File: src/rtl/vin_bt656_pkg.sv
// rtl/vin_bt656_pkg.sv - shared encodings and XY helpers for the BT.656 decoder
package vin_bt656_pkg;

    typedef enum logic [1:0] {
        TRS_IDLE = 2'd0,
        TRS_FF   = 2'd1,
        TRS_00   = 2'd2,
        TRS_XY   = 2'd3
    } trs_state_t;

    typedef enum logic [1:0] {
        PH_CB = 2'd0,
        PH_Y0 = 2'd1,
        PH_CR = 2'd2,
        PH_Y1 = 2'd3
    } phase_t;

    localparam logic [7:0]  TRS_BYTE_FF = 8'hFF;
    localparam logic [7:0]  TRS_BYTE_00 = 8'h00;
    localparam logic [11:0] CNT_MAX     = 12'hFFF;

    localparam int XY_BIT_ONE = 7;
    localparam int XY_BIT_F   = 6;
    localparam int XY_BIT_V   = 5;
    localparam int XY_BIT_H   = 4;
    localparam int XY_BIT_P3  = 3;
    localparam int XY_BIT_P2  = 2;
    localparam int XY_BIT_P1  = 1;
    localparam int XY_BIT_P0  = 0;

    // Protection bits must match the F/V/H flags they cover
    function automatic logic xy_prot_ok(input logic [7:0] xy);
        return (xy[XY_BIT_P3] == (xy[XY_BIT_V] ^ xy[XY_BIT_H])) &&
               (xy[XY_BIT_P2] == (xy[XY_BIT_F] ^ xy[XY_BIT_H])) &&
               (xy[XY_BIT_P1] == (xy[XY_BIT_F] ^ xy[XY_BIT_V])) &&
               (xy[XY_BIT_P0] == (xy[XY_BIT_F] ^ xy[XY_BIT_V] ^ xy[XY_BIT_H]));
    endfunction

endpackage

File: src/rtl/vin_bt656_trs_detect.sv
// rtl/vin_bt656_trs_detect.sv - TRS (FF 00 00 XY) tracker and XY decode; VIN_BT656_XY_CHECK_EN enables protection-bit check
module vin_bt656_trs_detect (
    input  logic       vin_clk,
    input  logic       rst_n,
    input  logic [7:0] d0,
    output logic       xy_valid,
    output logic       f,
    output logic       v,
    output logic       h,
    output logic       xy_err
);
    import vin_bt656_pkg::*;

    trs_state_t state;
    trs_state_t state_nxt;
    logic       xy_ok;

`ifdef VIN_BT656_XY_CHECK_EN
    assign xy_ok = d0[XY_BIT_ONE] && xy_prot_ok(d0);
`else
    assign xy_ok = d0[XY_BIT_ONE];
`endif

    assign f = d0[XY_BIT_F];
    assign v = d0[XY_BIT_V];
    assign h = d0[XY_BIT_H];

    // TRS state register
    always_ff @(posedge vin_clk or negedge rst_n) begin
        if (!rst_n) state <= TRS_IDLE;
        else        state <= state_nxt;
    end

    // Preamble matching; the byte after 00 00 is taken as XY and qualified
    always_comb begin
        state_nxt = TRS_IDLE;
        xy_valid  = 1'b0;
        xy_err    = 1'b0;
        case (state)
            TRS_IDLE: begin
                if (d0 == TRS_BYTE_FF) state_nxt = TRS_FF;
            end
            TRS_FF: begin
                if (d0 == TRS_BYTE_00)      state_nxt = TRS_00;
                else if (d0 == TRS_BYTE_FF) state_nxt = TRS_FF;
            end
            TRS_00: begin
                if (d0 == TRS_BYTE_00)      state_nxt = TRS_XY;
                else if (d0 == TRS_BYTE_FF) state_nxt = TRS_FF;
            end
            TRS_XY: begin
                if (d0 == TRS_BYTE_FF) state_nxt = TRS_FF;
                xy_valid = xy_ok;
                xy_err   = !xy_ok;
            end
            default: state_nxt = TRS_IDLE;
        endcase
    end

endmodule

File: src/rtl/vin_bt656_decoder.sv
// rtl/vin_bt656_decoder.sv - BT.656 byte stream to YC pixel/timing decoder top; XY check via VIN_BT656_XY_CHECK_EN
module vin_bt656_decoder #(
    parameter logic [11:0] TRS_TIMEOUT = 12'd2048,
    parameter logic [1:0]  LOCK_LINES  = 2'd2
) (
    input  logic        vin_clk,
    input  logic        rst_n,
    input  logic [7:0]  bt656_data,
    output logic        vin_vs,
    output logic        vin_f,
    output logic        vin_de,
    output logic [15:0] vin_data,
    output logic [11:0] vin_width,
    output logic [11:0] vin_height,
    output logic        timing_locked,
    output logic        xy_err
);
    import vin_bt656_pkg::*;

    logic [7:0]  d0;
    logic        xy_valid, trs_f, trs_v, trs_h, xy_err_c;
    logic        active;
    phase_t      phase;
    logic [7:0]  c_lat;
    logic        pix_vld;
    logic [15:0] pix_data;
    logic [11:0] pix_cnt, line_cnt, to_cnt;
    logic [1:0]  match_cnt, match_inc;
    logic        is_ff, sav, line_end, to_hit, v_rise, data_byte, y_byte;

    vin_bt656_trs_detect u_trs (
        .vin_clk  (vin_clk),
        .rst_n    (rst_n),
        .d0       (d0),
        .xy_valid (xy_valid),
        .f        (trs_f),
        .v        (trs_v),
        .h        (trs_h),
        .xy_err   (xy_err_c)
    );

    assign is_ff     = (d0 == TRS_BYTE_FF);
    assign sav       = xy_valid && !trs_h && !trs_v;
    // A line closes on the first FF inside the active region or on EAV;
    // the pixel count is cleared at close so an EAV right after an FF does not latch twice.
    assign line_end  = (active && is_ff) || (xy_valid && trs_h);
    // A valid TRS on the same byte takes priority over the timeout
    assign to_hit    = (to_cnt >= TRS_TIMEOUT) && !xy_valid;
    assign v_rise    = xy_valid && trs_v && !vin_vs;
    assign data_byte = active && !is_ff && !to_hit;
    assign y_byte    = data_byte && ((phase == PH_Y0) || (phase == PH_Y1));
    assign match_inc = (match_cnt >= LOCK_LINES) ? LOCK_LINES : match_cnt + 2'd1;

    // Input capture stage
    always_ff @(posedge vin_clk or negedge rst_n) begin
        if (!rst_n) d0 <= 8'h00;
        else        d0 <= bt656_data;
    end

    // Bytes since the last valid TRS, saturating
    always_ff @(posedge vin_clk or negedge rst_n) begin
        if (!rst_n)                to_cnt <= 12'd0;
        else if (xy_valid)         to_cnt <= 12'd0;
        else if (to_cnt != CNT_MAX) to_cnt <= to_cnt + 12'd1;
    end

    // Active-region flag and Cb/Y/Cr/Y byte phase
    always_ff @(posedge vin_clk or negedge rst_n) begin
        if (!rst_n) begin
            active <= 1'b0;
            phase  <= PH_CB;
        end else if (sav) begin
            active <= 1'b1;
            phase  <= PH_CB;
        end else if (to_hit || (active && is_ff)) begin
            active <= 1'b0;
        end else if (active) begin
            phase  <= phase_t'(phase + 2'd1);
        end
    end

    // Chroma latch and pixel assembly stage
    always_ff @(posedge vin_clk or negedge rst_n) begin
        if (!rst_n) begin
            c_lat    <= 8'h00;
            pix_vld  <= 1'b0;
            pix_data <= 16'h0000;
        end else begin
            pix_vld <= y_byte;
            if (data_byte && !y_byte) c_lat <= d0;
            if (y_byte)               pix_data <= {d0, c_lat};
        end
    end

    // Active pixels in the current line
    always_ff @(posedge vin_clk or negedge rst_n) begin
        if (!rst_n)                             pix_cnt <= 12'd0;
        else if (sav || line_end || to_hit)     pix_cnt <= 12'd0;
        else if (y_byte && pix_cnt != CNT_MAX)  pix_cnt <= pix_cnt + 12'd1;
    end

    // Width capture and lock on consecutive equal widths
    always_ff @(posedge vin_clk or negedge rst_n) begin
        if (!rst_n) begin
            vin_width     <= 12'd0;
            match_cnt     <= 2'd0;
            timing_locked <= 1'b0;
        end else if (to_hit) begin
            match_cnt     <= 2'd0;
            timing_locked <= 1'b0;
        end else if (line_end && pix_cnt != 12'd0) begin
            vin_width <= pix_cnt;
            if (pix_cnt == vin_width) begin
                match_cnt     <= match_inc;
                timing_locked <= (match_inc == LOCK_LINES);
            end else begin
                match_cnt     <= 2'd1;
                timing_locked <= 1'b0;
            end
        end
    end

    // Active-line count per field, captured when vertical blanking starts
    always_ff @(posedge vin_clk or negedge rst_n) begin
        if (!rst_n) begin
            line_cnt   <= 12'd0;
            vin_height <= 12'd0;
        end else if (v_rise) begin
            vin_height <= line_cnt;
            line_cnt   <= 12'd0;
        end else if (sav && line_cnt != CNT_MAX) begin
            line_cnt   <= line_cnt + 12'd1;
        end
    end

    // Output registers for flags and pixel stream
    always_ff @(posedge vin_clk or negedge rst_n) begin
        if (!rst_n) begin
            vin_f    <= 1'b0;
            vin_vs   <= 1'b0;
            xy_err   <= 1'b0;
            vin_de   <= 1'b0;
            vin_data <= 16'h0000;
        end else begin
            if (xy_valid) begin
                vin_f  <= trs_f;
                vin_vs <= trs_v;
            end
            xy_err   <= xy_err_c;
            vin_de   <= pix_vld;
            vin_data <= pix_data;
        end
    end

endmodule
File: config.mk
export PLATFORM = sky130hd
export DESIGN_NAME = vin_bt656_decoder
export DESIGN_NICKNAME = d
export VERILOG_FILES = /design/src/rtl/vin_bt656_pkg.sv /design/src/rtl/vin_bt656_trs_detect.sv /design/src/rtl/vin_bt656_decoder.sv
export SDC_FILE = /design/constraint.sdc
export NUM_CORES = 1
export LEC_CHECK = 0
export BUFFER_PORTS_ARGS = -buffer_cell sky130_fd_sc_hd__buf_2
export CORE_MARGIN = 2
export CORE_UTILIZATION = 40
export CTS_CLUSTER_DIAMETER = 120
export DETAILED_ROUTE_END_ITERATION = 10
export PLACE_DENSITY = 0.59
export SYNTH_ARGS = -nofsm -noshare
export SYNTH_HDL_FRONTEND = slang
export SYNTH_SLANG_ARGS = --single-unit
File: constraint.sdc
create_clock -name vin_clk -period 1.8 [get_ports vin_clk]
set_clock_uncertainty 0.15 [all_clocks]
set_input_delay 0.45 -clock vin_clk [delete_from_list [all_inputs] [get_ports vin_clk]]
set_output_delay 0.45 -clock vin_clk [all_outputs]
set_load 0.02 [all_outputs]
==> results of run 1 <==
metal layers:
layer / routed length, um / global-route usage, % / part of all wire (%) / up-vias
met4: 217 / 7.304 / 1.8 / 0
met3: 365 / 4.845 / 3.1 / 16
met1: 5216 / 22.25 / 44 / 1995
li1: - / - / - / 1923
met5: 0 / 0 / 0 / -
met2: 5956 / 29.02 / 51 / 55
per-stage QoR:
step	utilization [%]	TNS, ps	worst slack, ps	power [uW]
after CTS	56.14	-786.2	-63.26	6368
after global placement	49.41	-2329	-121.8	2879
after floorplan	-	-943.2	-97.01	2776
after detailed placement	49.41	-3257	-130.5	2881
after global routing	58.06	-3311	-161.7	6507
final	58.06	-830.9	-60.31	6289
power groups by stage:
stage / Combinational, uW / Sequential, uW / Clock, uW
final: 135 / 2720 / 3430
after global routing: 151 / 2720 / 3630
after CTS: 137 / 2720 / 3510
after detailed placement: 115 / 2770 / 0
after global placement: 114 / 2770 / 0
after floorplan: 10.9 / 2760 / 0
worst paths after layout:
check | start | depth (start not counted) | slack (ps) | to
min in group asynchronous | rst_n | 2 | 330 | vin_de
max | d0[5] | 6 | -60 | vin_width[3]
max reg2reg | d0[5] | 6 | -60 | vin_width[3]
min | pix_vld | 0 | 200 | vin_de
min reg2reg | pix_vld | 0 | 200 | vin_de
max in group asynchronous | rst_n | 3 | 650 | line_cnt[9]
layout by cell type, fill, tap and decap left out, types with 5 or more instances in the layout:
master and instances:
buf_2 53, buf_4 69, clkinv_2 5, buf_6 8
ha_1 5, nand2_1 107, nor2_1 37, clkbuf_16 17
nand3_1 10, mux2_2 8, xnor2_1 15, nand4_1 10
xor2_1 15, mux2_4 12, dfrtp_1 116, inv_1 11
dlygate4sd3_1 9, buf_12 8, a211oi_1 5, o21ai_0 7
nor3_1 6, a21oi_1 7
cell type report:
| type | instances | area, um2 | area share (%) |
|---|---|---|---|
| clock buffer | 17 | 425.4 | 5.806 |
| clock inverter | 15 | 175.2 | 2.391 |
| inverter | 12 | 46.29 | 0.6318 |
| multi-input combinational | 328 | 2333 | 31.85 |
| sequential | 120 | 3008 | 41.05 |
| tap | 172 | 215.2 | 2.937 |
| timing repair buffer | 147 | 1124 | 15.33 |
registers in the layout (all words and copies together), names as in the netlist:
register	count
timing_locked	1
active	1
vin_vs	1
phase	2
c_lat	8
vin_width	12
pix_cnt	12
to_cnt	12
d0	8
vin_height	12
vin_de	1
vin_data	16
match_cnt	1
pix_vld	1
line_cnt	12
vin_f	1
u_trs.state	2
pix_data	16
xy_err	1
kinds of logic (layout without fill, tap and decap cells):
| logic type | count (synthesis) | in the layout | synth area share, % |
|---|---|---|---|
| DFF | 120 | 120 | 58.29 |
| and+or+nand+nor | 225 | 225 | 20.35 |
| buffers and inverters | 31 | 191 | 2.696 |
| muxes | 22 | 22 | 5.489 |
| AOI/OAI and AO/OA | 39 | 39 | 5.295 |
| xor gates and xnor gates | 32 | 32 | 5.441 |
| adders and majority gates | 10 | 10 | 2.429 |
what timing repair did:
action	4_1_cts	5_1_grt
pin swaps	8	25
setup buffers	7	4
hold endpoints to repair	29	0
gates resized for setup	20	49
endpoints found under the setup margin	57	68
hold buffers	9	0
==> flow_summary.toml, run 1 <==
[finish]
fin_nets = 646
fill_cells = 1094
layout-drive-gt1-share_pct = 38.34
synthToLayoutAreaGrowth_pct = 42.24
diodes = 0
instances_no_fill = 811
final_area_um2 = 7327

[status]
status = "finished, violations left"
violations = "setup timing"

[sta]
setup_viol = 17
slew_viol_final = 0
worst_pin_slew_ps = 343.3
hold_viol = 0
finalCriticalPeriod_ps = 1860
maxSlewHeadroom_pct = 77.11
whs_ps = 198.5
fmax_ghz = 0.5375
rsz0062_at_grt = "yes"
finalCritPeriodShare_pct = 103.4
setup_ws_ps = -60.31

[synthesis]
synthTopCellsByArea = "dfrtp_1, nand2_1, mux2_4"
ys_seq_area_share_pct = 58.29
synth_cell_types = 52
ys_async_sr_fraction_pct = 100.0
synth_seq_cells = 120
syn_inst = 479
synthTopCellsByCount = "dfrtp_1, nand2_1, nor2_1"
yosysTopAreaCell = "dfrtp_1"
synth-warning-count = 0
synth_edf_count = 0
ys.flop_type = "dfrtp_1"
netlist_area_um2 = 5151
synth_top_area_share_pct = 58.29
syn_nets = 499
synth.most_common_cell = "dfrtp_1"
syn_avg_cell_area_um2 = 10.75

[power]
switchingPower_uw = 1346
power_frac_comb_pct = 2.1
p_int_uw = 4942
irDropWorstVdd_mv = 0.4519
powerDensity_nw_per_um2 = 858.3
p_clk_share_pct = 54.6
leakagePower_uw = 0.003753
swShare_pct = 21.41
seq_power_share_pct = 43.3

[setup_path]
cp_max_fo = 12
crit_chain = "nand4_4, o31a_1, a31oi_2, nand2_2, buf_12, mux2_4"
critical_path_class = "reg -> reg"
cp.required_ps = 1950
slowest_stage = "dfrtp_2"
cp_top_family = "compound AO/OA/AOI/OAI gates"
max_stage_delay_ps = 430
crit_arrival_ps = 2010
startpoint_type = "flip-flop"
crit_buf_inv = 1
cp-end-kind = "flip-flop"

[clocking]
cts_buffers = 17
clk_pin_slew_ps = 60
cts-root-buf = "clkbuf_16"
ctsHtreeMaxLevel = 4
cts_buffer_depth = 2
clock_latency_ps = 420
cts_sinks = 120
cts_tree = "yes"

[floorplan]
dieArea_um2 = 13800
core_um2 = 12620
die_w_um = 117.5
io_pins = 55
rows = 41
start_util_pct = 40.82
die_y_um = 117.5

[routing]
vias_per_cell = 4.919
drc = 0
ant_nets = 0
dr_total_vias = 3989
wl_per_cell_um = 14.49
drt_first_iter_violations = 228
finalWirelength_um = 11760
drtPass1Iterations = 4

[place]
dp.cells = 760
dp_hpwl_um = 7700
portBuffers = 54
gp_congestion = 0.9023
place_area_um2 = 6235

[grt]
grt_pass1_vias = 4148
grt_start_max_net_pins = 35
antenna_found_initial = 0
grt_first_pass_wirelength_um = 19520
grt_usage_pct = 17.71
gr-total-overflow = 0

[min_path]
hold_path_class = "reg -> reg"

[flow_run]
maxCapViolCount = 0
Power figures use the tool's default switching activity.
==> inputs of run 2 (changes only) <==
- ABC_AREA: default -> 1
==> flow_summary.toml, run 2 <==
[setup_path]
cp_max_fo = 12
startpoint_type = "flip-flop"
cp.required_ps = 2000
startpoint = "u_trs.state[0]"
r2r-start = "u_trs.state[0]"
cp-end-kind = "flip-flop"
critical_path_class = "reg -> reg"
crit_arrival_ps = 1930

[min_path]
hold_path_class = "reg -> reg"
hp-start = "pix_vld"

[finish]
reg_top3 = "pix_data (16), vin_data (16)"
layout-drive-gt1-share_pct = 19.61
diodes = 0
fill_cells = 1237
synthToLayoutAreaGrowth_pct = 26.98
mostFrequentLayoutCell = "nand2_1"
final_cell_mix = "nand2_1, dfrtp_1, inv_1, nand3_1, buf_2"
fin_nets = 772

[synthesis]
syn_nets = 673
ys.flop_type = "dfrtp_1"
synth_cell_types = 32
synthTopCellsByArea = "dfrtp_1, nand2_1, nand3_1"
synth_seq_cells = 120
ys_seq_area_share_pct = 54.37
ys_async_sr_fraction_pct = 100.0
synthTopCellsByCount = "nand2_1, dfrtp_1, inv_1"
syn_inst = 653
synth.most_common_cell = "nand2_1"
syn_avg_cell_area_um2 = 8.458
synth_top_area_share_pct = 54.37
synth_edf_count = 0
yosysTopAreaCell = "dfrtp_1"
netlist_area_um2 = 5523
synth-warning-count = 0

[sta]
rsz0062_at_grt = "yes"
tns_ps = 0
setup_viol = 0
finalCriticalPeriod_ps = 1732
whs_ps = 197.3
fmax_ghz = 0.5774
slew_viol_final = 0
finalCritPeriodShare_pct = 96.21
hold_viol = 0
worst_pin_slew_ps = 455.0
maxSlewHeadroom_pct = 69.43

[place]
portBuffers = 54
gp_congestion = 0.8368
dp_hpwl_um = 8264

[routing]
wl_per_cell_um = 13.01
ant_nets = 0
dr_total_vias = 4512
vias_per_cell = 4.795
finalWirelength_um = 12240
drtPass1Iterations = 5
drt_first_iter_violations = 310
drc = 0

[grt]
grt_usage_pct = 17.54
gr-total-overflow = 0
grt_pass1_vias = 4393
grt_first_pass_wirelength_um = 20360
antenna_found_initial = 0
grt_start_max_net_pins = 44

[clocking]
cts_buffers = 17
clock_latency_ps = 410
cts_tree = "yes"
cts-root-buf = "clkbuf_16"
clk_pin_slew_ps = 60
cts_sinks = 120
ctsHtreeMaxLevel = 4
cts_buffer_depth = 2

[floorplan]
start_util_pct = 41.38
io_pins = 55
die_w_um = 121.5
dieArea_um2 = 14760
rows = 42
die_y_um = 121.5
core_um2 = 13350

[power]
powerDensity_nw_per_um2 = 901.8
leakagePower_uw = 0.003571
irDropWorstVdd_mv = 0.8421

[flow_run]
maxCapViolCount = 0

[status]
status = "complete, no violations"
## run 2: changes by cell type in the layout (fill, tap and decap cells not counted), sizes merged, moves of 6 or more
cell and delta:
o21ai +48, nand3b +6, buf -51, nand2 +94
inv +66, and3 -6, mux2 -20, nand3 +53
nor2 +15, nor4 -9, xnor2 -16
## run 2: cell families after synthesis
kind of cell	count (synthesis)	share of synthesized area (%)
AND/OR/NAND/NOR	347	27.46
flip-flops	120	54.37
buffers and inverters	97	7.408
AO/OA/AOI/OAI	68	6.751
XOR/XNOR	11	1.744
adder cells (fa/ha/maj)	10	2.266
## run 2: path summary, 6_finish.rpt
path | to | slack, ps | cells after the start
max in group asynchronous | pix_cnt[8] | 710 | 3
worst max-delay path | pix_cnt[1] | 70 | 8
worst min-delay path | vin_de | 200 | 0
min in group asynchronous | vin_data[7] | 290 | 2
worst min register to register | vin_de | 200 | 0
worst max register to register | pix_cnt[1] | 70 | 8
## run 2: power breakdown
part	switching [uW]	leakage (uW)	internal (uW)	total, uW
clock	1280	0.000293	2220	3500
sequential	10.8	0.00164	2710	2720
combinational	68.4	0.00164	40.7	109
total	1350	0.00357	4970	6320
## run 2: timing repair
item	CTS	global route
setup buffers	0	3
pin swaps	1	6
endpoints found under the hold margin	27	0
resized for setup	2	15
hold buffers	9	0
gates cloned	0	3
setup endpoints to repair	23	39
## run 2: final cells by class
class	instances	area, um2	share of cell area [%]
clock buffers	18	439.2	6.262
clock inverters	14	171.4	2.444
inverters	78	292.8	4.175
multi-input cells	439	2198	31.35
flip-flops and latches	120	3005	42.85
well taps	176	220.2	3.140
repair buffers	96	685.7	9.777
## run 2: critical path, stage by stage (launching register included)
cell and delay, ps:
dfrtp_1 380, ha_2 210, nand2_4 110, inv_2 50, nand2_1 100, nand2_1 150, nor2_4 330, nand3_1 120
nand2_1 80
## run 2: metrics by stage
stage | area, um2 | utilization (%) | power (uW) | worst slack, ps | cells
after floorplan | 5523 | - | 2772 | 95.37 | 653
after global placement | 6175 | 46.26 | 2864 | 17.58 | 894
after detailed placement | 6175 | 46.26 | 2867 | -51.90 | 894
after CTS | 6885 | 51.58 | 6399 | -28.42 | 935
after global routing | 7013 | 52.54 | 6552 | -36.66 | 941
final | 7013 | 52.54 | 6324 | 68.17 | 941
## run 2: layer usage
layer  routed length [um]  GRT usage [%]  part of all wire, %  vias to the layer above
met5                    0              0                    0                        -
met4                  107          4.885                 0.87                        0
met3                  526          5.075                  4.3                       11
met2                 5737          27.98                   47                       98
met1                 5867          23.45                   48                     2123
li1                     -              -                    -                     2280
==> inputs of run 3 (changes only) <==
- REMOVE_ABC_BUFFERS: default -> 1
- TNS_END_PERCENT: default -> 50
==> flow_summary.toml, run 3 (same netlist as run 2, synthesis figures left out) <==
[power]
leakagePower_uw = 0.003614
powerDensity_nw_per_um2 = 853.2
irDropWorstVdd_mv = 0.4823

[finish]
fin_nets = 779
final_cell_mix = "nand2_1, dfrtp_1, inv_1, nand3_1, buf_2"
final-seq-area_um2 = 3004
diodes = 0
reg_top3 = "pix_data (16), vin_data (16)"
multi_input_area_um2 = 2197
layout-drive-gt1-share_pct = 19.71
fill_cells = 1277
synthToLayoutAreaGrowth_pct = 27.73
fin_util_pct = 52.85
mostFrequentLayoutCell = "nand2_1"

[grt]
gr-total-overflow = 0
grt_usage_pct = 18.06
grt_first_pass_wirelength_um = 20680
grt_start_max_net_pins = 35
grt_pass1_vias = 4367
antenna_found_initial = 0

[routing]
dr_total_vias = 4499
drtPass1Iterations = 4
drt_first_iter_violations = 276
drc = 0
wl_per_cell_um = 13.12
ant_nets = 0
vias_per_cell = 4.751
finalWirelength_um = 12420

[clocking]
ctsHtreeMaxLevel = 4
cts_buffers = 17
clk_pin_slew_ps = 50
cts_buffer_depth = 2
clock_latency_ps = 410
cts_tree = "yes"
cts-root-buf = "clkbuf_16"
cts_sinks = 120

[flow_run]
maxCapViolCount = 0

[floorplan]
die_w_um = 121.5
dieArea_um2 = 14760
io_pins = 55
core_um2 = 13350
start_util_pct = 41.38
rows = 42
die_y_um = 121.5

[sta]
slew_viol_final = 0
worst_pin_slew_ps = 441.2
maxSlewHeadroom_pct = 70.58
tns_ps = 0
hold_viol = 0
fmax_ghz = 0.5673
finalCriticalPeriod_ps = 1763
finalCritPeriodShare_pct = 97.94
setup_viol = 0
setup_ws_ps = 37.14

[setup_path]
crit_arrival_ps = 1920
cp-end-kind = "flip-flop"
startpoint_type = "flip-flop"
cp.required_ps = 1950
critical_path_class = "reg -> reg"
cp_max_fo = 6

[place]
gp_congestion = 0.8441
portBuffers = 54
place_ws_ps = -80.80
dp_hpwl_um = 8449

[min_path]
hold_path_class = "in -> reg"

[status]
status = "complete, no violations"
-- run 3: cell types whose count changed in the layout (fill, tap and decap cells not counted), moves of 2 or more --
cell | previous run | this run
buf_12 | 6 | 8
inv_6 | 3 | 0
ha_2 | 2 | 0
nand2_1 | 201 | 198
o21ai_1 | 9 | 11
clkbuf_1 | 0 | 5
o21ai_0 | 46 | 44
nor2_1 | 45 | 47
buf_4 | 28 | 32
nand2_2 | 1 | 4
-- run 3: metal layers --
layer / wire [um] / GRT usage [%]
met5: 0 / 0
met4: 232 / 8.261
met3: 462 / 4.511
met2: 5949 / 28.05
met1: 5776 / 23.92
-- run 3: worst max-delay path, cell delays in order (launching register included) --
cell and delay, ps:
dfrtp_1 420, ha_1 190, nand3_1 110, inv_1 110
nand2_1 110, nor2_4 210, buf_4 160, nor2_4 60
nand3b_1 80, nand2_1 50
-- run 3: power by group --
group          switching (uW)  internal, uW  total [uW]
clock                    1130          2050        3180
sequential               10.1          2710        2720
combinational            72.2          43.5         116
-- run 3: through the flow --
| stage | area, um2 | std cells | power (uW) | hold slack (ps) |
|---|---|---|---|---|
| floorplan | 5406 | 634 | 2772 | 4.409 |
| global route | 7054 | 947 | 6227 | 4.332 |
| CTS | 6892 | 938 | 6100 | 3.880 |
| global placement | 6222 | 897 | 2872 | 187.0 |
| finish | 7054 | 947 | 6019 | 17.33 |
| detailed placement | 6222 | 897 | 2874 | 195.7 |
-- run 3: repair_timing --
item	in CTS	in global routing
hold buffers	8	0
resized for setup	2	17
buffers inserted	1	6
gates cloned	1	3
endpoints found under the setup margin	14	50
endpoints found under the hold margin	32	0
pin swaps	1	6
-- run 3: worst paths after layout --
kind / startpoint / to / slack (ps) / cells after the start
max: pix_cnt[1] / pix_cnt[7] / 40 / 9
min: bt656_data[7] / d0[7] / 20 / 1
max reg2reg: pix_cnt[1] / pix_cnt[7] / 40 / 9
min reg2reg: pix_vld / vin_de / 210 / 0
max in group asynchronous: rst_n / d0[4] / 610 / 3
min in group asynchronous: rst_n / vin_data[7] / 370 / 2
-- run 3: final cells by class --
cell class | count | area share (%)
flip-flops and latches | 120 | 42.59
multi-input cells | 439 | 31.15
repair buffers | 103 | 11.09
clock buffers | 23 | 6.492
inverters | 78 | 4.168
well taps | 176 | 3.122
clock inverters | 8 | 1.401
